<file path="src/rtl/counter_sched.sv">
// ============================================================================
// Module  : counter_sched
// Brief   : Round-robin scheduler sharing one WIDTH-bit up-counter among
//           N_REQ requesters. Optional abort-on-request-drop is enabled by
//           defining COUNTER_SCHED_ABORT_EN.
// Revision: 1.0 - initial release
// ============================================================================
`default_nettype none

module counter_sched #(
    parameter int WIDTH = 8,
    parameter int N_REQ = 4
) (
    input  logic                   clk,
    input  logic                   rst,
    input  logic [N_REQ-1:0]       req,
    input  logic [N_REQ*WIDTH-1:0] len,
    input  logic                   hold,
    output logic [N_REQ-1:0]       gnt,
    output logic                   busy,
    output logic [WIDTH-1:0]       count,
    output logic                   done,
    output logic                   aborted
);

    localparam int PW = (N_REQ > 1) ? $clog2(N_REQ) : 1;

    typedef enum logic [1:0] {
        S_IDLE = 2'd0,
        S_RUN  = 2'd1,
        S_DONE = 2'd2
    } state_t;

    state_t           r_state;
    logic [N_REQ-1:0] r_gnt;
    logic             r_busy;
    logic [WIDTH-1:0] r_count;
    logic [WIDTH-1:0] r_target;
    logic [PW-1:0]    r_ptr;
    logic [PW-1:0]    r_win;
    logic             r_done;

    logic             w_found;
    logic [PW-1:0]    w_win;
    logic [PW-1:0]    w_next_ptr;
    int               w_idx;

    // Scan downward so the last hit is the one closest to ptr.
    always_comb begin
        w_found = 1'b0;
        w_win   = '0;
        w_idx   = 0;
        for (int k = N_REQ - 1; k >= 0; k--) begin
            w_idx = int'(r_ptr) + k;
            if (w_idx >= N_REQ) begin
                w_idx = w_idx - N_REQ;
            end
            if (req[w_idx]) begin
                w_found = 1'b1;
                w_win   = PW'(w_idx);
            end
        end
    end

    assign w_next_ptr = (r_win == PW'(N_REQ - 1)) ? '0 : r_win + PW'(1);

`ifdef COUNTER_SCHED_ABORT_EN
    logic r_aborted;
`endif

    always_ff @(posedge clk) begin
        if (rst) begin
            r_state  <= S_IDLE;
            r_gnt    <= '0;
            r_busy   <= 1'b0;
            r_count  <= '0;
            r_target <= '0;
            r_ptr    <= '0;
            r_win    <= '0;
            r_done   <= 1'b0;
`ifdef COUNTER_SCHED_ABORT_EN
            r_aborted <= 1'b0;
`endif
        end else begin
            r_done <= 1'b0;
`ifdef COUNTER_SCHED_ABORT_EN
            r_aborted <= 1'b0;
`endif
            case (r_state)
                S_IDLE: begin
                    if (w_found) begin
                        r_state  <= S_RUN;
                        r_gnt    <= N_REQ'(1) << w_win;
                        r_busy   <= 1'b1;
                        r_count  <= '0;
                        r_target <= len[w_win*WIDTH +: WIDTH];
                        r_win    <= w_win;
                    end
                end
                S_RUN: begin
`ifdef COUNTER_SCHED_ABORT_EN
                    if (!req[r_win]) begin
                        r_state   <= S_IDLE;
                        r_gnt     <= '0;
                        r_busy    <= 1'b0;
                        r_aborted <= 1'b1;
                        r_ptr     <= w_next_ptr;
                    end else
`endif
                    if (!hold) begin
                        if (r_count == r_target) begin
                            r_state <= S_DONE;
                            r_done  <= 1'b1;
                        end else begin
                            r_count <= r_count + WIDTH'(1);
                        end
                    end
                end
                S_DONE: begin
                    r_state <= S_IDLE;
                    r_gnt   <= '0;
                    r_busy  <= 1'b0;
                    r_ptr   <= w_next_ptr;
                end
                default: begin
                    r_state <= S_IDLE;
                    r_gnt   <= '0;
                    r_busy  <= 1'b0;
                end
            endcase
        end
    end

    assign gnt   = r_gnt;
    assign busy  = r_busy;
    assign count = r_count;
    assign done  = r_done;
`ifdef COUNTER_SCHED_ABORT_EN
    assign aborted = r_aborted;
`else
    assign aborted = 1'b0;
`endif

endmodule

`default_nettype wire
</file>
<file path="config.mk">
export PLATFORM = sky130hd
export DESIGN_NAME = counter_sched
export DESIGN_NICKNAME = d
export VERILOG_FILES = /design/src/rtl/counter_sched.sv
export SDC_FILE = /design/constraint.sdc
export NUM_CORES = 1
export LEC_CHECK = 0
export BUFFER_PORTS_ARGS = -buffer_cell sky130_fd_sc_hd__buf_2
export CAP_MARGIN = 20
export CORE_MARGIN = 2
export CORE_UTILIZATION = 46
export CTS_BUF_LIST = sky130_fd_sc_hd__clkbuf_2 sky130_fd_sc_hd__clkbuf_4 sky130_fd_sc_hd__clkbuf_8
export DETAILED_ROUTE_END_ITERATION = 10
export GPL_TIMING_DRIVEN = 1
export PLACE_DENSITY = 0.89
export SYNTH_ARGS = -nofsm -noshare
export SYNTH_HDL_FRONTEND = slang
export SYNTH_SLANG_ARGS = --single-unit
</file>
<file path="constraint.sdc">
create_clock -name clk -period 1.74 [get_ports clk]
set_input_delay 0.174 -clock clk [delete_from_list [all_inputs] [get_ports clk]]
set_output_delay 0.174 -clock clk [all_outputs]
set_load 0.01 [all_outputs]
</file>
# Yosys cells after proc, flatten, opt, wreduce, memory -nomap -nowiden
# Cells that the tools add are included.
[classes]
mul = 0
n_eq_ne = 8
shifts = 2
reduce_logical = 7
order_cmp = 8
muxes = 38
n_bitwise = 1
addsub = 9
div = 0
[op_table]
columns = ["operator", "n"]
rows = [
  ["$lt A32 B4 Y1 const B", 4],
  ["$mux W32", 4],
  ["$shiftx A32 B6 Y8", 1],
  ["$mux W8", 3],
  ["$mux W2", 8],
  ["$pmux W8 S2", 1],
  ["$mux W1", 14],
  ["$sub A3 B3 Y4 const B", 3],
  ["$ge A3 B3 Y1 const B", 3],
  ["$add A8 B1 Y8 const B", 1],
  ["$bmux W1 S2", 4],
  ["$eq A8 B8 Y1", 1],
  ["$ne A2 B2 Y1 const B", 4],
  ["$pmux W4 S2", 1],
  ["$add A2 B2 Y3 const B", 2],
  ["$eq A2 B2 Y1 const B", 2],
  ["$mux W4", 1],
  ["$pmux W2 S2", 1],
  ["$reduce_and A2 Y1", 2],
  ["$reduce_and A4 Y1", 1],
  ["$shl A1 B2 Y4 const A", 1],
  ["$sub A2 B3 Y4 const B", 1],
  ["$add A2 B1 Y3 const B", 1],
  ["$ge A2 B3 Y1 const B", 1],
  ["8 further kinds", 8],
]
[word_totals]
latch_bits = 0
output_inout_bits = 15
rom_bits = 0
mem_bits_rw = 0
mem_count = 0
word_cells = 81
register_bits = 28

# Logic depth before layout (Yosys ltp)
[logic_depth]
ltp_word = 13
mapped_depth = 7

# Worst setup path before layout
# No wires, ideal clock.
[synth_path]
path_kind = "register to register"
from = "register r_count[2] (netlist: count[2])"
to = "register r_count[6] (netlist: count[6])"
t_arrival_ns = 1.647
setup_ns = 0.070
n_path_buf = 2
path_stages_with_launch = 8
required_time_ns = 1.670
slack_ns = 0.023
period_less_slack_ns = 1.717
cell_sequence = "dfxtp_1 > buf_4 > xor2_1 > nor3_1 > and3_1 > buf_6 > or4_1 > a21oi_1"
[synth_between]
elab_chain_len = 4
[synth_rtl]
columns = ["item", "line_no", "rtl"]
rows = [
  ["start: declaration", "37", "logic [WIDTH-1:0] r_count;"],
  ["start signal: assignment", "115", "r_count <= r_count + WIDTH'(1);"],
  ["$add A8 B1 Y8", "115", ""],
  ["$mux W8", "111", "if (r_count == r_target) begin"],
  ["$mux W8", "110", "if (!hold) begin"],
  ["$pmux W8 S2", "89", "case (r_state)"],
]
# Several ways; a longest one is shown, not always the timed one. The select of a mux whose other input is x is not followed.
# A chain may end at the register's enable or synchronous reset.

# Worst setup path after layout
[layout_path]
from = "register r_state[0]"
to = "register r_count[7] (netlist: count[7])"
[layout_between]
elab_chain_len = 3
[layout_rtl]
columns = ["item", "line_no", "rtl"]
rows = [
  ["start: declaration", "34", "state_t r_state;"],
  ["start signal: assignment", "73", "r_state <= S_IDLE;"],
  ["start signal: assignment", "92", "r_state <= S_RUN;"],
  ["start signal: assignment", "112", "r_state <= S_DONE;"],
  ["$eq A2 B1 Y1 / $logic_not A2 Y1 (equally long branches)", "89", ""],
  ["$ne A2 B2 Y1 (no line) / $reduce_bool A2 Y1 (equally long branches)", "--", ""],
  ["$reduce_and A4 Y1 (no line)", "--", ""],
]
# Several ways; a longest one is shown, not always the timed one.

==> metrics.yaml <==
drive_above_1_share: 0.364
multi_input_area_um2: 923
cp-start-kind: "flip-flop"
final_cell_area_um2: 2010
wl_met1_um: 1650
ir_drop_v: 0.000582
critical_path_class: "reg2reg"
io_pins: 54
ys_seq_area_frac: 0.367
layout.nets: 278
grt_pass1_vias: 1421
cts_buffers: 3
synth_flop_cell: "dfxtp_1"
cts_num_sinks: 28
totalWireLength_um: 4130
synth_edf_count: 0
place_inst: 276
initial_utilization: 0.493
grt_first_pass_wirelength_um: 6050
grt_max_degree: 22
dr_wl_met2_um: 2100
rsz0062_at_grt: "yes"
insertion_delay_ns: 0.33
fp.dieH_um: 61.7
outcome: "finished clean"
clk_pin_slew_ns: 0.15
place_congestion: 0.873
synth_top_family_by_area: "simple AND/OR/NAND/NOR gates"
die_area_um2: 3800
hold_violations: 0
reg2reg_depth: 5
netlist_instances: 176
min_from: "hold"
required_ns: 2.02
postPlaceCellArea_um2: 1910
htreeDepth: 1
synth.area.mux_share: 0.118
cts_root_buf: "clkbuf_4"
synth_area_leaders: "dfxtp_1 (37%), mux2i_1 (12%), a21oi_1 (5.2%)"
leakagePower_uw: 0.000908
r2r_end: "count[7]$_SDFFE_PP0P_"
grt.total_usage: 0.215
min_path_cells: 2
finalNonFillerCells: 280
drc: 0
synth-compound-area-share: 0.189
reg2reg_slack_ns: 0.03
cp_data_arrival_time_ns: 1.98
skew_ns: 0.00418
r2r-start: "r_state[0]$_SDFFE_PP0P_"
fin_ws_ns: 0.0329
cap_violations: 0
dr.pass1.iters: 4
routed-wl-met3_um: 324
antenna_found_initial: 0
dp_slack_ns: 0.00415
fin_crit_sh: 0.981
ys_warn_count: 0
fmax_ghz: 0.586
viasPerCell: 5.74
synth_nets: 217
finalPower_uw: 1560
cp_max_fo: 10
power_per_cell_area_nw_per_um2: 778
core.rowCount: 20
drv_slew: 0
clock_path_buffers: 2
finalSetupTns_ns: 0
ff_latch_area_um2: 576
synthXorXnorAreaFrac: 0.0516
hold_class: "in2reg"
fill_cells: 292
wl_per_cell_um: 14.7
overflow: 0
min_to: "r_state[1]$_SDFFE_PP0P_"
synth-simple-area-share: 0.207
n_antenna_cell: 0
critPathCaptureType: "flip-flop"
syn_area_um2: 1530
dr.max_layer_used: "met4"
cts_tree: "done"
synthArstFlopShare: 0
synth.ff_latch_count: 28
synth_top_area_frac: 0.367
setup_violations: 0
core_um2: 3100
yosysTopAreaCell: "dfxtp_1"
hpwl_um: 3000
synth_cell_types: 40
synth.most_common_cell: "dfxtp_1"
vias: 1607
die_x_um: 61.7
port_buffers: 52
drtAntennaViolNets: 0
cts_hold_buffers: 0
synth_fa_ha_area_frac: 0.0164
area_growth_syn_to_layout_pct: 31.3
avgSynthCellArea_um2: 8.69
fin_crit_ns: 1.71
ys_top_cells_by_count: "dfxtp_1 (28), mux2i_1 (18), a21oi_1 (16)"
drt-initial-drc-count: 70
[cells in the final DEF, fill, tap and decap left out, types with 2 or more instances in the layout]
| master | count |
|---|---|
| buf_2 | 52 |
| dfxtp_1 | 24 |
| mux2i_1 | 18 |
| a21oi_1 | 15 |
| buf_4 | 14 |
| nand2_1 | 12 |
| nand3_1 | 12 |
| nor2_1 | 10 |
| o221ai_1 | 8 |
| xor2_1 | 6 |
| inv_1 | 4 |
| nor4_1 | 4 |
| or3_1 | 4 |
| o21ai_0 | 4 |
| dfxtp_4 | 4 |
| nand2b_1 | 3 |
| clkbuf_4 | 3 |
| xnor2_1 | 2 |
| a31oi_1 | 2 |
| o31ai_1 | 2 |
| or4_1 | 2 |
| o22ai_1 | 2 |
| a32oi_1 | 2 |
| or3_2 | 2 |
| ha_1 | 2 |
[final cells by class]
class	instances	area share
clock buffers	3	0.0112
repair buffers	67	0.192
multi-input cells	133	0.460
clock inverters	1	0.0150
flip-flops and latches	28	0.287
well taps	44	0.0274
inverters	4	0.00748
[registers in the layout, indices dropped and copies added (netlist names)]
signal	flops
r_target	8
count	8
busy	1
done	1
r_state	2
r_win	2
gnt	4
r_ptr	2
[where the power goes]
part | internal (uW) | switching (uW) | leakage, uW
clock network | 233 | 199 | 0.0000279
registers | 684 | 46.9 | 0.000232
logic | 188 | 210 | 0.000648
[worst max path at each step]
stage	startpoint	to	slack, ns
2_1_floorplan	count[2]$_SDFFE_PP0P_	count[6]$_SDFFE_PP0P_	0.02
3_3_place_gp	count[1]$_SDFFE_PP0P_	count[6]$_SDFFE_PP0P_	0.08
3_5_place_dp	count[0]$_SDFFE_PP0P_	count[6]$_SDFFE_PP0P_	0.004
4_1_cts	count[0]$_SDFFE_PP0P_	count[6]$_SDFFE_PP0P_	0.03
5_1_grt	count[3]$_SDFFE_PP0P_	count[3]$_SDFFE_PP0P_	-0.02
6_report	r_state[0]$_SDFFE_PP0P_	count[7]$_SDFFE_PP0P_	0.03
[repair_timing]
item / 4_1_cts / 5_1_grt
resized for setup: 4 / 10
buffers inserted: 0 / 0
setup endpoints to repair: 6 / 11
[cell families after synthesis]
logic type	after synthesis
adders and majority gates	2
xor gates and xnor gates	9
buffers and inverters	15
AOI/OAI and AO/OA	43
DFF	28
muxes	18
and+or+nand+nor	60
other	1
[per-stage QoR]
step,utilization,hold slack [ns]
global placement,0.616,0.387
finish,0.647,0.0485
detailed placement,0.616,0.391
CTS,0.635,0.0288
floorplan,-,0.243
global route,0.647,0.0379
[worst max-delay path, cell delays in order, from the launching register on]
cell     delay, ns
dfxtp_1       0.47
a21oi_2       0.27
o211a_1       0.21
nand4_1       0.11
or3_2         0.42
a21oi_1       0.16
[layer usage]
layer | track usage | vias up
met4 | 0.0578 | 0
met3 | 0.0567 | 6
li1 | - | 779
met1 | 0.270 | 742
met5 | 0 | -
met2 | 0.365 | 80
(Power assumes the default switching activity.)
